## src/rtl/spi_pkg.sv

```systemverilog
// rtl/spi_pkg.sv - shared SPI state encoding, mode encodings and word length
package spi_pkg;

    typedef enum logic [1:0] {
        IDLE,
        LOAD,
        SHIFT
    } state_t;

    // Mode encoding is {CPOL, CPHA}, identical to the master
    localparam logic [1:0] MODE_POL_PHS_00 = 2'b00;
    localparam logic [1:0] MODE_POL_PHS_01 = 2'b01;
    localparam logic [1:0] MODE_POL_PHS_10 = 2'b10;
    localparam logic [1:0] MODE_POL_PHS_11 = 2'b11;

    localparam int WORD_LENGTH = 8;

endpackage

```

## src/rtl/spi_sync_edge.sv

```systemverilog
// rtl/spi_sync_edge.sv - multi-flop synchroniser with registered rise/fall strobes
module spi_sync_edge #(
    parameter int   STAGES    = 2,
    parameter logic RESET_VAL = 1'b0
) (
    input  logic clk,
    input  logic rst,
    input  logic din,
    output logic level,
    output logic rise,
    output logic fall
);

    logic [STAGES-1:0] chain;
    logic              prev;

    // level is the delayed copy so it lines up with the registered strobes
    always_ff @(posedge clk) begin
        if (rst) begin
            chain <= {STAGES{RESET_VAL}};
            prev  <= RESET_VAL;
            rise  <= 1'b0;
            fall  <= 1'b0;
        end else begin
            chain <= {chain[STAGES-2:0], din};
            prev  <= chain[STAGES-1];
            rise  <= chain[STAGES-1] & ~prev;
            fall  <= ~chain[STAGES-1] & prev;
        end
    end

    assign level = prev;

endmodule

```

## src/rtl/spi_slave.sv

```systemverilog
// rtl/spi_slave.sv - oversampling SPI target with TX holding register and RX word output
module spi_slave #(
    parameter int         WORD_LENGTH = spi_pkg::WORD_LENGTH,
    parameter logic [1:0] SPI_MODE    = spi_pkg::MODE_POL_PHS_00,
    parameter int         SYNC_STAGES = 2
) (
    input  logic                   clk,
    input  logic                   rst,
    input  logic                   SCLK,
    input  logic                   MOSI,
    input  logic                   SSbar,
    output logic                   MISO,
    output logic                   MISO_OE,
    input  logic [WORD_LENGTH-1:0] TX_DATA,
    input  logic                   TX_VALID,
    output logic                   TX_READY,
    output logic [WORD_LENGTH-1:0] RX_DATA,
    output logic                   RX_VALID,
    output logic                   TX_UNDERRUN
);
    import spi_pkg::*;

    localparam logic CPOL = SPI_MODE[1];
    localparam logic CPHA = SPI_MODE[0];
    localparam int   CW   = $clog2(WORD_LENGTH + 1);

    state_t                 state, state_nxt;
    logic                   sclk_level, sclk_rise, sclk_fall;
    logic                   mosi_level, mosi_rise, mosi_fall;
    logic                   ss_level, ss_rise, ss_fall;
    logic                   unused_strobes;
    logic                   lead, trail, sample_edge, drive_edge;
    logic                   word_done, tx_load, wrapped, hold_full, miso_q;
    logic [CW-1:0]          bit_cnt;
    logic [WORD_LENGTH-1:0] hold, tx_shift, rx_shift;

    spi_sync_edge #(.STAGES(SYNC_STAGES), .RESET_VAL(CPOL)) u_sync_sclk (
        .clk(clk), .rst(rst), .din(SCLK), .level(sclk_level), .rise(sclk_rise), .fall(sclk_fall)
    );
    spi_sync_edge #(.STAGES(SYNC_STAGES), .RESET_VAL(1'b0)) u_sync_mosi (
        .clk(clk), .rst(rst), .din(MOSI), .level(mosi_level), .rise(mosi_rise), .fall(mosi_fall)
    );
    spi_sync_edge #(.STAGES(SYNC_STAGES), .RESET_VAL(1'b1)) u_sync_ss (
        .clk(clk), .rst(rst), .din(SSbar), .level(ss_level), .rise(ss_rise), .fall(ss_fall)
    );

    assign unused_strobes = sclk_level | mosi_rise | mosi_fall | ss_level;

    assign lead        = CPOL ? sclk_fall : sclk_rise;
    assign trail       = CPOL ? sclk_rise : sclk_fall;
    assign sample_edge = CPHA ? trail : lead;
    assign drive_edge  = CPHA ? lead : trail;
    assign word_done   = (state == SHIFT) && (bit_cnt == CW'(WORD_LENGTH));
    assign TX_READY    = !hold_full;
    assign tx_load     = TX_VALID && TX_READY;

    always_ff @(posedge clk) begin
        if (rst) state <= IDLE;
        else     state <= state_nxt;
    end

    always_comb begin
        state_nxt = state;
        case (state)
            IDLE:    if (ss_fall) state_nxt = LOAD;
            LOAD:    state_nxt = SHIFT;
            SHIFT:   if (CPHA ? (wrapped && drive_edge) : word_done) state_nxt = LOAD;
            default: state_nxt = IDLE;
        endcase
        if (ss_rise) state_nxt = IDLE;
    end

    always_comb begin
        MISO_OE = (state != IDLE);
        MISO    = MISO_OE & miso_q;
    end

    // A drive edge with bit_cnt==0 is either the CPHA=1 first leading edge (MSB already
    // presented by LOAD) or the CPHA=0 trailing edge that closes the previous word.
    always_ff @(posedge clk) begin
        if (rst) begin
            hold        <= '0;
            hold_full   <= 1'b0;
            tx_shift    <= '0;
            rx_shift    <= '0;
            RX_DATA     <= '0;
            RX_VALID    <= 1'b0;
            TX_UNDERRUN <= 1'b0;
            bit_cnt     <= '0;
            wrapped     <= 1'b0;
            miso_q      <= 1'b0;
        end else begin
            RX_VALID    <= 1'b0;
            TX_UNDERRUN <= 1'b0;
            if (tx_load) begin
                hold      <= TX_DATA;
                hold_full <= 1'b1;
            end
            case (state)
                LOAD: begin
                    tx_shift <= hold_full ? hold : '0;
                    miso_q   <= hold_full & hold[WORD_LENGTH-1];
                    if (!hold_full) TX_UNDERRUN <= 1'b1;
                    if (!tx_load)   hold_full   <= 1'b0;
                    bit_cnt  <= '0;
                    wrapped  <= 1'b0;
                end
                SHIFT: begin
                    if (word_done) begin
                        RX_DATA  <= rx_shift;
                        RX_VALID <= 1'b1;
                        bit_cnt  <= '0;
                        wrapped  <= 1'b1;
                    end else if (sample_edge) begin
                        rx_shift <= {rx_shift[WORD_LENGTH-2:0], mosi_level};
                        bit_cnt  <= bit_cnt + 1'b1;
                    end
                    if (drive_edge && bit_cnt != '0) begin
                        tx_shift <= tx_shift << 1;
                        miso_q   <= tx_shift[WORD_LENGTH-2];
                    end
                end
                default: begin
                    bit_cnt <= '0;
                    wrapped <= 1'b0;
                end
            endcase
        end
    end

endmodule
```

## config.mk

```make
export PLATFORM = sky130hd
export DESIGN_NAME = spi_slave
export DESIGN_NICKNAME = d
export VERILOG_FILES = /design/src/rtl/spi_pkg.sv /design/src/rtl/spi_sync_edge.sv /design/src/rtl/spi_slave.sv
export SDC_FILE = /design/constraint.sdc
export NUM_CORES = 1
export LEC_CHECK = 0
export ABC_AREA = 1
export CAP_MARGIN = 5
export CORE_ASPECT_RATIO = 0.75
export CORE_MARGIN = 5
export CORE_UTILIZATION = 51
export DETAILED_ROUTE_END_ITERATION = 7
export MAX_ROUTING_LAYER = met4
export PLACE_DENSITY = 0.73
export SLEW_MARGIN = 30
export SYNTH_ARGS = -nofsm -noshare
export SYNTH_HDL_FRONTEND = slang
export SYNTH_SLANG_ARGS = --single-unit
```

## constraint.sdc

```tcl
create_clock -name clk -period 2.05 [get_ports clk]
set_clock_uncertainty 0.1 [all_clocks]
set_input_delay 0.41 -clock clk [delete_from_list [all_inputs] [get_ports clk]]
set_output_delay 0.41 -clock clk [all_outputs]
set_load 0.01 [all_outputs]
```

==> results.toml <==
[critical_path]
start_kind = "register"
reg2reg_from = "bit_cnt[1]"
worstPathArrival_ns = 1.37
reg2regPathDepth = 7
worst-setup-path-type = "reg -> out"
cpPeakStageDelay_ns = 0.53
crit_cells = 3
cp_cell_sequence = "inv_1 -> nand2_1 -> clkdlybuf4s50_1"
r2r_end = "state[1]"
r2r_slack_ns = 0.59
path_buf_inv = 2
cpMaxStageDelayCell = "clkdlybuf4s50_1"
cp-end-kind = "primary output"
critical_path.top_delay_family = "buffers and inverters"
cp.required_ns = 1.54
path_max_fanout = 5

[timing]
slew_viol_final = 0
rsz0062_at_grt = "false"
finalCriticalPeriod_ns = 1.88
fmax_ghz = 0.532
period_share_pct = 91.6
tns_ns = 0
tightest_slew_ns = 0.580
slew_headroom_pct = 61.3
fin_hold_ws_ns = 0.308
finalSetupViolations = 0
hold_violations = 0

[power_and_ir_drop]
ir_drop_mv = 0.491
power_mw = 1.87
leakage_nw = 1.09
p_per_area_mw_per_mm2 = 735

[layout]
design_area_mm2 = 0.00254
layout-drive-gt1-share_pct = 12.5
num_antenna_cells = 0
syn2layout_area_growth_pct = 17.6
final_nets = 311

[global_routing]
grt_max_degree = 27
track_usage_pct = 15.6
grt_pass1_vias = 1568
overflow = 0
grt_pass1_wl_um = 6920
antenna_found_initial = 0

[logic_synthesis]
synth_top_area_share_pct = 50.0
yosysTopAreaCell = "dfxtp_1"
yosysUniqueCellTypes = 27
ys_ff_latch = 54
ys_warn_count = 0
syn_area_per_cell_um2 = 8.00
syn_area_mm2 = 0.00216
synth_area_leaders = "dfxtp_1 (50%), nor2_1 (9.2%), nand2_1 (6.9%), nand3_1 (6.0%), inv_1 (4.0%)"
ys_seq_area_share_pct = 50.0
postSynthCellCount = 270
synth_nets = 286

[outcome]
status = "finished clean"

[floorplanning]
fp.coreArea_mm2 = 0.00408
boundaryPins = 27
design.die.area_mm2 = 0.00565
dieWidth_um = 85.2
start_util_pct = 53.0
die_h_um = 66.4
rows = 20

[detailed_routing]
detail_route.wl_per_cell_um = 11.2
vias_per_cell = 4.91
drt-initial-drc-count = 98
dr.pass1.iters = 4
antenna_left = 0
totalWireLength_um = 3920
via_count = 1723
drcViolationCount = 0

[hold_path]
hold_path_end = "u_sync_mosi.level"
hp-class = "reg -> reg"
hp-start = "u_sync_mosi.chain[1]"
hold_depth = 2

[placed_design]
hpwl_um = 2830
io_buffers = 26
postPlaceCellArea_mm2 = 0.00244
finalWeightedCongestion = 0.857

[clock_tree]
cts.clk_slew.worst_paths_ns = 0.10
cts_tree = "built"
clk_path_buf_depth = 2
clockRootBuffer = "clkbuf_8"
htreeDepth = 2
cts_buffers = 5
cts_sinks = 54
clkLatencyLatePin_ns = 0.30
cts_hold_buf = 0
cts_setup_buffers = 0

[run]
max_cap_viol_count = 0
[logic make-up (layout without fill, tap and decap cells)]
group	Yosys count	in the layout	share of synthesized area, %
flip-flops	54	54	50.0
buffers and inverters	37	63	8.16
AND/OR/NAND/NOR	138	138	30.2
AO/OA/AOI/OAI	39	39	10.5
adder cells (fa/ha/maj)	2	2	1.16
[sequential cells by signal (all words and copies together), names as in the netlist, 2 cells and up]
| signal | cells |
|---|---|
| u_sync_ss.chain | 2 |
| tx_shift | 7 |
| bit_cnt | 4 |
| u_sync_sclk.chain | 2 |
| rx_shift | 8 |
| RX_DATA | 8 |
| state | 2 |
| hold | 8 |
| u_sync_mosi.chain | 2 |
[worst reg2reg max path, delay by kind of cell, from the launching register on]
family | cells | cell delay [ns]
DFF | 1 | 0.35
AOI/OAI and AO/OA | 1 | 0.08
buffers and inverters | 1 | 0.08
adders and majority gates | 1 | 0.20
and+or+nand+nor | 4 | 0.55
[metal layers]
metal / vias to the layer above / wire, µm / GRT usage, % / part of all wire (%)
li1: 913 / - / - / -
met1: 789 / 2120 / 21.2 / 54
met2: 17 / 1640 / 23.0 / 42
met3: 4 / 124 / 4.48 / 3.2
met4: 0 / 26 / 3.56 / 0.66
met5: - / 0 / - / 0
[power breakdown]
part	internal, mW	switching [mW]
logic	0.0622	0.0796
registers	1.08	0.0175
clock network	0.279	0.349
total	1.42	0.446
[synthesized netlist by cell type]
| library cell | n |
|---|---|
| nand3_2 | 1 |
| o21ai_0 | 17 |
| nor3_2 | 2 |
| buf_2 | 2 |
| a31oi_1 | 1 |
| inv_8 | 1 |
| nand3_1 | 26 |
| inv_2 | 3 |
| ha_1 | 2 |
| nand2_2 | 2 |
| inv_1 | 23 |
| nor2_1 | 53 |
| nand4_1 | 1 |
| nand3_4 | 1 |
| nand2_4 | 2 |
| dfxtp_1 | 54 |
| clkbuf_1 | 5 |
| buf_4 | 1 |
| buf_6 | 1 |
| a21oi_2 | 8 |
| a21oi_1 | 13 |
| nor3_1 | 5 |
| nor2_2 | 1 |
| or2_2 | 2 |
| nand2_1 | 40 |
| buf_12 | 1 |
| nor2_8 | 2 |
[metrics by stage]
stage | utilization, % | std cells | setup WS (ns)
after global placement | 59.8 | 343 | 0.358
after detailed placement | 59.8 | 343 | 0.337
final | 62.3 | 351 | 0.172
after CTS | 62.2 | 351 | 0.0114
after floorplan | - | 270 | 0.716
after global routing | 62.3 | 351 | 0.0676
[final cells by class]
| cell class | instances | area [µm²] |
|---|---|---|
| clock buffers | 6 | 82.6 |
| clock inverters | 2 | 16.3 |
| fillers | 375 | 1540 |
| inverters | 27 | 109 |
| multi-input cells | 179 | 903 |
| flip-flops and latches | 54 | 1080 |
| well taps | 55 | 68.8 |
| repair buffers | 28 | 278 |
[repair_timing]
item                                   CTS  global route
endpoints found under the hold margin    0             0
pin swaps                                0             0
setup endpoints to repair                1             1
resized for setup                        1             2
[worst max-delay path by stage]
stage | start | to | slack (ns)
after floorplan | bit_cnt[1] | rx_shift[0] | 0.72
after global placement | state[1] | MISO | 0.36
after detailed placement | state[1] | MISO | 0.34
after CTS | state[0] | MISO | 0.01
after global routing | state[1] | MISO_OE | 0.07
final | state[1] | MISO_OE | 0.17
[cells in the final DEF (no fill, tap or decap), drive strengths merged]
cell type | Yosys | layout
buf | 5 | 2
clkinvlp | 0 | 1
or2 | 2 | 2
ha | 2 | 2
nor2 | 56 | 56
nand2 | 44 | 44
dlymetal6s2s | 0 | 1
clkbuf | 5 | 6
dfxtp | 54 | 54
o21ai | 17 | 17
inv | 27 | 28
nand4 | 1 | 1
a21oi | 21 | 21
clkdlybuf4s50 | 0 | 25
nor3 | 7 | 7
a31oi | 1 | 1
nand3 | 28 | 28
(Power assumes the default switching activity.)
